<file path="src/rtl/elevator_call_conditioner_if.sv">
// Signal bundle between the call-button conditioner and its surroundings.
// The wdog_fault member exists only when REQ_WATCHDOG_EN is defined.
interface elevator_call_conditioner_if;
    logic raw_call_1;
    logic raw_call_2;
    logic raw_hold;
    logic at_floor_1;
    logic at_floor_2;
    logic button_1;
    logic button_2;
    logic hold;
    logic pending_1;
    logic pending_2;
`ifdef REQ_WATCHDOG_EN
    logic wdog_fault;

    modport master (
        output raw_call_1, raw_call_2, raw_hold, at_floor_1, at_floor_2,
        input  button_1, button_2, hold, pending_1, pending_2, wdog_fault
    );

    modport slave (
        input  raw_call_1, raw_call_2, raw_hold, at_floor_1, at_floor_2,
        output button_1, button_2, hold, pending_1, pending_2, wdog_fault
    );
`else
    modport master (
        output raw_call_1, raw_call_2, raw_hold, at_floor_1, at_floor_2,
        input  button_1, button_2, hold, pending_1, pending_2
    );

    modport slave (
        input  raw_call_1, raw_call_2, raw_hold, at_floor_1, at_floor_2,
        output button_1, button_2, hold, pending_1, pending_2
    );
`endif
endinterface

</file>
<file path="src/rtl/elevator_call_conditioner.sv">
// Synchronises/debounces elevator buttons, latches calls and sequences the 2-floor controller.
// Optional request watchdog (wdog_fault) is built when REQ_WATCHDOG_EN is defined.
module elevator_call_conditioner #(
    parameter int unsigned DEBOUNCE_CYCLES = 16,
`ifdef REQ_WATCHDOG_EN
    parameter int unsigned WDOG_CYCLES     = 1024,
`endif
    parameter int unsigned DWELL_CYCLES    = 64
) (
    input logic                        clk,
    input logic                        reset,
    elevator_call_conditioner_if.slave bus
);

    localparam int unsigned DbW = $clog2(DEBOUNCE_CYCLES + 1);
    localparam int unsigned DwW = $clog2(DWELL_CYCLES + 1);

    typedef enum logic [2:0] {StIdle, StReq, StDwell, StRelease, StWait} state_e;

    // Input index: 0 = call floor 1, 1 = call floor 2, 2 = hold button
    logic [2:0]     raw;
    logic [2:0]     sync1_q, sync2_q;
    logic [2:0]     deb_q, deb_prev_q;
    logic [2:0]     rise;
    logic [DbW-1:0] cnt_q [3];

    logic           af1, af2, none_at;
    logic [1:0]     pend_q, pend_d;
    logic [1:0]     wd_clr;

    state_e         state_q, state_d;
    logic           tgt_q, tgt_d;  // 0 = floor 1, 1 = floor 2
    logic           rr_q, rr_d;    // round-robin pointer, 0 selects floor 1
    logic [DwW-1:0] dwell_q, dwell_d;
    logic [1:0]     button_q, button_d;
    logic           hold_q, hold_d;
    logic           arrived, other_pending;

`ifdef REQ_WATCHDOG_EN
    localparam int unsigned WdW = $clog2(WDOG_CYCLES + 1);
    logic [WdW-1:0] wdog_cnt_q, wdog_cnt_d;
    logic           fault_q, fault_d;
`endif

    assign raw = {bus.raw_hold, bus.raw_call_2, bus.raw_call_1};

    always_ff @(posedge clk or posedge reset) begin
        if (reset) begin
            sync1_q    <= '0;
            sync2_q    <= '0;
            deb_q      <= '0;
            deb_prev_q <= '0;
            for (int i = 0; i < 3; i++) cnt_q[i] <= '0;
        end else begin
            sync1_q    <= raw;
            sync2_q    <= sync1_q;
            deb_prev_q <= deb_q;
            for (int i = 0; i < 3; i++) begin
                if (sync2_q[i] == deb_q[i]) begin
                    cnt_q[i] <= '0;
                end else if (cnt_q[i] == DbW'(DEBOUNCE_CYCLES)) begin
                    deb_q[i] <= ~deb_q[i];
                    cnt_q[i] <= '0;
                end else begin
                    cnt_q[i] <= cnt_q[i] + DbW'(1);
                end
            end
        end
    end

    assign rise = deb_q & ~deb_prev_q;

    // Both floor flags high is nonsensical feedback and counts as no floor
    assign af1     = bus.at_floor_1 & ~bus.at_floor_2;
    assign af2     = bus.at_floor_2 & ~bus.at_floor_1;
    assign none_at = ~af1 & ~af2;

    // Arrival clear beats a new call; a call for the occupied floor is never latched
    assign pend_d[0] = (pend_q[0] | rise[0]) & ~af1 & ~wd_clr[0];
    assign pend_d[1] = (pend_q[1] | rise[1]) & ~af2 & ~wd_clr[1];

    assign arrived       = tgt_q ? af2 : af1;
    assign other_pending = tgt_q ? pend_q[0] : pend_q[1];

    always_comb begin
        state_d = state_q;
        tgt_d   = tgt_q;
        rr_d    = rr_q;
        dwell_d = dwell_q;
        wd_clr  = '0;
`ifdef REQ_WATCHDOG_EN
        wdog_cnt_d = wdog_cnt_q;
        fault_d    = fault_q;
`endif
        unique case (state_q)
            StIdle: begin
                if (none_at && (pend_q != 2'b00)) begin
                    if (pend_q == 2'b11) begin
                        tgt_d = rr_q;
                        rr_d  = ~rr_q;
                    end else begin
                        tgt_d = pend_q[1];
                    end
                    state_d = StReq;
`ifdef REQ_WATCHDOG_EN
                    wdog_cnt_d = '0;
`endif
                end
            end
            StReq: begin
                if (arrived) begin
                    dwell_d = DwW'(DWELL_CYCLES);
                    state_d = StDwell;
`ifdef REQ_WATCHDOG_EN
                end else if (wdog_cnt_q == WdW'(WDOG_CYCLES - 1)) begin
                    fault_d       = 1'b1;
                    wd_clr[tgt_q] = 1'b1;
                    state_d       = StIdle;
                end else begin
                    wdog_cnt_d = wdog_cnt_q + WdW'(1);
`endif
                end
            end
            StDwell: begin
                if (rise[2] || ((dwell_q == '0) && other_pending)) begin
                    state_d = StRelease;
                end else if (dwell_q != '0) begin
                    dwell_d = dwell_q - DwW'(1);
                end
            end
            StRelease: state_d = StWait;
            StWait: begin
                if (none_at) state_d = StIdle;
            end
            default: state_d = StIdle;
        endcase

        // Outputs registered from the next state so they are glitch-free levels
        button_d[0] = (state_d == StReq) && !tgt_d;
        button_d[1] = (state_d == StReq) && tgt_d;
        hold_d      = (state_d == StRelease);
    end

    always_ff @(posedge clk or posedge reset) begin
        if (reset) begin
            state_q  <= StIdle;
            tgt_q    <= 1'b0;
            rr_q     <= 1'b0;
            dwell_q  <= '0;
            pend_q   <= '0;
            button_q <= '0;
            hold_q   <= 1'b0;
`ifdef REQ_WATCHDOG_EN
            wdog_cnt_q <= '0;
            fault_q    <= 1'b0;
`endif
        end else begin
            state_q  <= state_d;
            tgt_q    <= tgt_d;
            rr_q     <= rr_d;
            dwell_q  <= dwell_d;
            pend_q   <= pend_d;
            button_q <= button_d;
            hold_q   <= hold_d;
`ifdef REQ_WATCHDOG_EN
            wdog_cnt_q <= wdog_cnt_d;
            fault_q    <= fault_d;
`endif
        end
    end

    assign bus.button_1  = button_q[0];
    assign bus.button_2  = button_q[1];
    assign bus.hold      = hold_q;
    assign bus.pending_1 = pend_q[0];
    assign bus.pending_2 = pend_q[1];
`ifdef REQ_WATCHDOG_EN
    assign bus.wdog_fault = fault_q;
`endif

endmodule
</file>
<file path="src/flat_wrapper.sv">
// flat-port wrapper written by rule: the top's interface ports become plain ports
module elevator_call_conditioner_flat 
#(
    parameter int unsigned DEBOUNCE_CYCLES = 16,

    parameter int unsigned DWELL_CYCLES    = 64
)
  (clk, reset, bus_raw_call_1, bus_raw_call_2, bus_raw_hold, bus_at_floor_1, bus_at_floor_2, bus_button_1, bus_button_2, bus_hold, bus_pending_1, bus_pending_2);
  elevator_call_conditioner_if bus_i ();
  input logic clk;
  input logic reset;
  input wire logic [$bits(bus_i.raw_call_1)-1:0] bus_raw_call_1;
  input wire logic [$bits(bus_i.raw_call_2)-1:0] bus_raw_call_2;
  input wire logic [$bits(bus_i.raw_hold)-1:0] bus_raw_hold;
  input wire logic [$bits(bus_i.at_floor_1)-1:0] bus_at_floor_1;
  input wire logic [$bits(bus_i.at_floor_2)-1:0] bus_at_floor_2;
  output wire logic [$bits(bus_i.button_1)-1:0] bus_button_1;
  output wire logic [$bits(bus_i.button_2)-1:0] bus_button_2;
  output wire logic [$bits(bus_i.hold)-1:0] bus_hold;
  output wire logic [$bits(bus_i.pending_1)-1:0] bus_pending_1;
  output wire logic [$bits(bus_i.pending_2)-1:0] bus_pending_2;
  assign bus_i.raw_call_1 = bus_raw_call_1;
  assign bus_i.raw_call_2 = bus_raw_call_2;
  assign bus_i.raw_hold = bus_raw_hold;
  assign bus_i.at_floor_1 = bus_at_floor_1;
  assign bus_i.at_floor_2 = bus_at_floor_2;
  assign bus_button_1 = bus_i.button_1;
  assign bus_button_2 = bus_i.button_2;
  assign bus_hold = bus_i.hold;
  assign bus_pending_1 = bus_i.pending_1;
  assign bus_pending_2 = bus_i.pending_2;
  elevator_call_conditioner #(.DEBOUNCE_CYCLES(DEBOUNCE_CYCLES), .DWELL_CYCLES(DWELL_CYCLES)) u_core (.clk(clk), .reset(reset), .bus(bus_i));
endmodule
</file>
<file path="config.mk">
export PLATFORM = sky130hd
export DESIGN_NAME = elevator_call_conditioner_flat
export DESIGN_NICKNAME = d
export VERILOG_FILES = /design/src/rtl/elevator_call_conditioner_if.sv /design/src/rtl/elevator_call_conditioner.sv /design/src/flat_wrapper.sv
export SDC_FILE = /design/constraint.sdc
export NUM_CORES = 1
export LEC_CHECK = 0
export CAP_MARGIN = 20
export CORE_UTILIZATION = 28
export CTS_BUF_LIST = sky130_fd_sc_hd__clkbuf_16
export DETAILED_ROUTE_END_ITERATION = 8
export PLACE_DENSITY = 0.54
export SLEW_MARGIN = 25
export SYNTH_ARGS = -nofsm -noshare
export SYNTH_HDL_FRONTEND = slang
export SYNTH_SLANG_ARGS = --single-unit
export TNS_END_PERCENT = 5
</file>
<file path="constraint.sdc">
create_clock -name clk -period 1.95 [get_ports clk]
set_clock_uncertainty 0.05 [all_clocks]
set_input_delay 0.195 -clock clk [delete_from_list [all_inputs] [get_ports clk]]
set_output_delay 0.195 -clock clk [all_outputs]
set_load 0.01 [all_outputs]
</file>
==> metrics.md <==
| Metric | Value |
|---|---|
| Crit path max fanout | 8 |
| WP data arrival | 1.90 ns |
| Initial DRC count | 47 |
| Synth Cell Area | 1953 um^2 |
| Avg Inst Size Synth | 11.29 um^2 |
| Worst slack at placement | -0.08879 ns |
| Initial Util | 0.2891 |
| Setup crit end | u_core.dwell_q[4] |
| Xor and xnor area share after synthesis | 0.05830 |
| Synth Area in Simple Gates | 0.1659 |
| Max-cap viol count | 0 |
| Syn nets | 189 |
| Final non-filler cell total | 276 |
| Final hold violations | 0 |
| Die Wd | 85.52 um |
| Clock sink count | 44 |
| Status | finished, final reports clean |
| Primary FF master, synth | dfrtp_1 |
| First-pass GRT wire length | 5630 um |
| Pre-antenna DRT Iters | 3 |
| Register bit total from synthesis | 44 |
| DR vias | 1222 |
| Main combinational cell family by area after synthesis | simple AND/OR/NAND/NOR gates |
| EDFF count, synth | 0 |
| Fmax | 570.1 MHz |
| CTS clk-pin slew, worst paths | 0.06 ns |
| Hpwl dp | 2146 um |
| Share of post-route cells with drive strength above 1 | 0.1122 |
| Hold buffers post-CTS | 0 |
| Crit end category | flip-flop |
| Final core utilization | 0.3481 |
| Antenna diodes | 0 |
| Routed Antenna Nets | 0 |
| Fin crit period | 1.754 ns |
| CTS tree | built |
| Library cells used by synthesis | 36 |
| Pin count of the biggest net entering global routing | 45 |
| Reg area | 1101 um^2 |
| Vias in the first global route | 1249 |
| Filler cells | 687 |
| Hold crit path type | primary input to asynchronous set/reset pin |
| Multiplexer share of the synthesized area | 0.04356 |
| Post-layout net count | 211 |
| Worst IR Drop VDD | 305.7 uV |
| Period utilisation layout | 0.8995 |
| Critical path type | flip-flop to flip-flop |
| Final RePlAce weighted congestion | 0.7086 |
| Crit path from | u_core.state_q[0] |
| Full die area | 7314 um^2 |
| Site Rows | 30 |
| Unrepaired setup endpoints after global routing | false |
| Layout overhead on the synthesized area | 20.44% |
| Footprint of the multi-input gates | 783.3 um^2 |
| Adder-cell area share of the yosys netlist | 0.05766 |
| Critical path's largest stage delay | 0.56 ns |
| Total CTS buffers | 5 |
| Static Leak | 0.001105 uW |
| Post-synthesis compound-gate area fraction | 0.07239 |
| Worst r2r path cells | 4 |
| Initial antenna violation count | 0 |
| Total Routing Usage GR | 0.09996 |
| Fraction of registers with async set/reset | 1.000 |
| WL final | 3143 um |
| H-Tree Depth | 2 |
| Worst slew margin | 0.6738 |
| Residual DRC | 0 |
| Die Ht | 85.52 um |
| Synth Instances | 173 |
| Critical Path, Cell by Cell | or3b_1 -> a211oi_4 -> nor2_1 -> a311oi_1 |
| I/O pins | 12 |
| Reg-to-reg endpoint | u_core.dwell_q[4] |
| Setup violators final | 0 |
| DP Cell Count | 268 |
| Core ar. | 6756 um^2 |
| CTS root buf | clkbuf_16 |
| IO Port Bufs | 11 |
| Vias/cell | 4.428 |
| Crit start category | flip-flop |
| Worst-Margin Slew | 0.4855 ns |
| DR WL/cell | 11.39 um |
| Proportion of synthesized chip area in sequential cells | 0.5637 |
| Syn. warnings | 0 |
| Critical Path RT | 2.09 ns |
| Worst r2r src | u_core.state_q[0] |
| Final WS setup | 0.1960 ns |
| Worst-path cell with the longest stage delay | or3b_1 |
| Later-pin clock latency in the skew report | 0.29 ns |
| FF-to-FF setup slack | 0.20 ns |
| Congestion Overflow GR | 0 |
| CTS max path bufs | 2 |
| Power per Cell Area | 997.5 nW/um^2 |
| Slew Limit Fails | 0 |
[where the power goes]
group	switching (uW)	total [uW]	internal [uW]	leakage, uW
logic	208	413	204	0.000460
registers	117	1140	1020	0.000577
clock network	332	797	465	0.0000687
[stage by stage]
step,total power [uW],instance area (um^2),hold slack [ns],TNS (ns)
after floorplan,1464,1953,0.1764,0
after global placement,1556,2206,0.2842,-0.006078
after detailed placement,1570,2206,0.2871,-0.2214
after CTS,2394,2346,0.2047,0
after global routing,2504,2352,0.2095,0
final,2346,2352,0.1935,0
[cell families after synthesis]
logic type,count (synthesis)
XOR/XNOR,13
multiplexers,8
buffers and inverters,18
flip-flops,44
adder cells (fa/ha/maj),9
AND/OR/NAND/NOR,62
AO/OA/AOI/OAI,19
[worst min path at each step]
stage,from,cells after the start,slack (ns),end
global placement,u_core.sync1_q[2],0,0.28,u_core.sync2_q[2]
finish,reset,3,0.19,u_core.dwell_q[6]
floorplan,bus_raw_call_1,0,0.18,u_core.sync1_q[0]
global route,reset,3,0.21,u_core.dwell_q[4]
detailed placement,u_core.sync1_q[0],0,0.29,u_core.sync2_q[0]
CTS,reset,3,0.20,u_core.dwell_q[6]
[synth_stat cells (2+ instances only)]
| cell | n | area (um^2) |
|---|---|---|
| a21oi_1 | 3 | 15.01 |
| and2_1 | 4 | 25.02 |
| dfrtp_1 | 44 | 1101 |
| ha_1 | 9 | 112.6 |
| inv_1 | 16 | 60.06 |
| mux2_2 | 4 | 45.04 |
| mux2i_1 | 4 | 40.04 |
| nand2_1 | 14 | 52.55 |
| nand2b_1 | 3 | 18.77 |
| nand3_1 | 9 | 45.04 |
| nor2_1 | 17 | 63.81 |
| nor3_1 | 4 | 20.02 |
| nor3b_1 | 2 | 15.01 |
| o211ai_1 | 3 | 22.52 |
| o21ai_0 | 4 | 20.02 |
| o31ai_1 | 2 | 15.01 |
| xnor2_1 | 5 | 43.79 |
| xor2_1 | 8 | 70.07 |
[flip-flops by register name, indices dropped and copies added (netlist names), 2 cells and up]
register,flops
u_core.pend_q,2
u_core.dwell_q,7
u_core.state_q,3
u_core.deb_prev_q,3
u_core.button_q,2
u_core.sync2_q,3
u_core.cnt_q,15
u_core.deb_q,3
u_core.sync1_q,3
[worst max-delay path, delay by kind of cell, from the launching register on]
kind,cells,cell delay [ns]
AND/OR/NAND/NOR,2,0.63
flip-flops,1,0.44
AO/OA/AOI/OAI,2,0.54
[cells in the final DEF (no fill, tap or decap), types with 5 or more instances in the layout]
| master | count |
|---|---|
| dfrtp_1 | 44 |
| nor2_1 | 17 |
| inv_1 | 16 |
| nand2_1 | 14 |
| clkdlybuf4s50_1 | 11 |
| nand3_1 | 9 |
| ha_1 | 9 |
| xor2_1 | 8 |
| xnor2_1 | 5 |
| clkbuf_16 | 5 |
| buf_4 | 5 |
[cell type report]
cell class,count,area share
Inverter,16,0.02553
Clock buffer,5,0.05319
Clock inverter,3,0.006383
Tap cell,80,0.04255
Multi-Input combinational cell,111,0.3330
Sequential cell,44,0.4681
Timing Repair Buffer,17,0.07128
[routing by layer]
metal,GRT usage,routed length [um],vias to the layer above
met2,0.1520,1369,14
met3,0.04620,146,5
met4,0.04091,53,0
met5,0,0,-
li1,-,-,624
met1,0.1229,1574,579
[timing repair]
action,CTS,global route
gates resized for setup,0,1
endpoints found under the setup margin,0,2
buffers inserted,0,0
No activity file was read; power rests on OpenSTA's default activity.
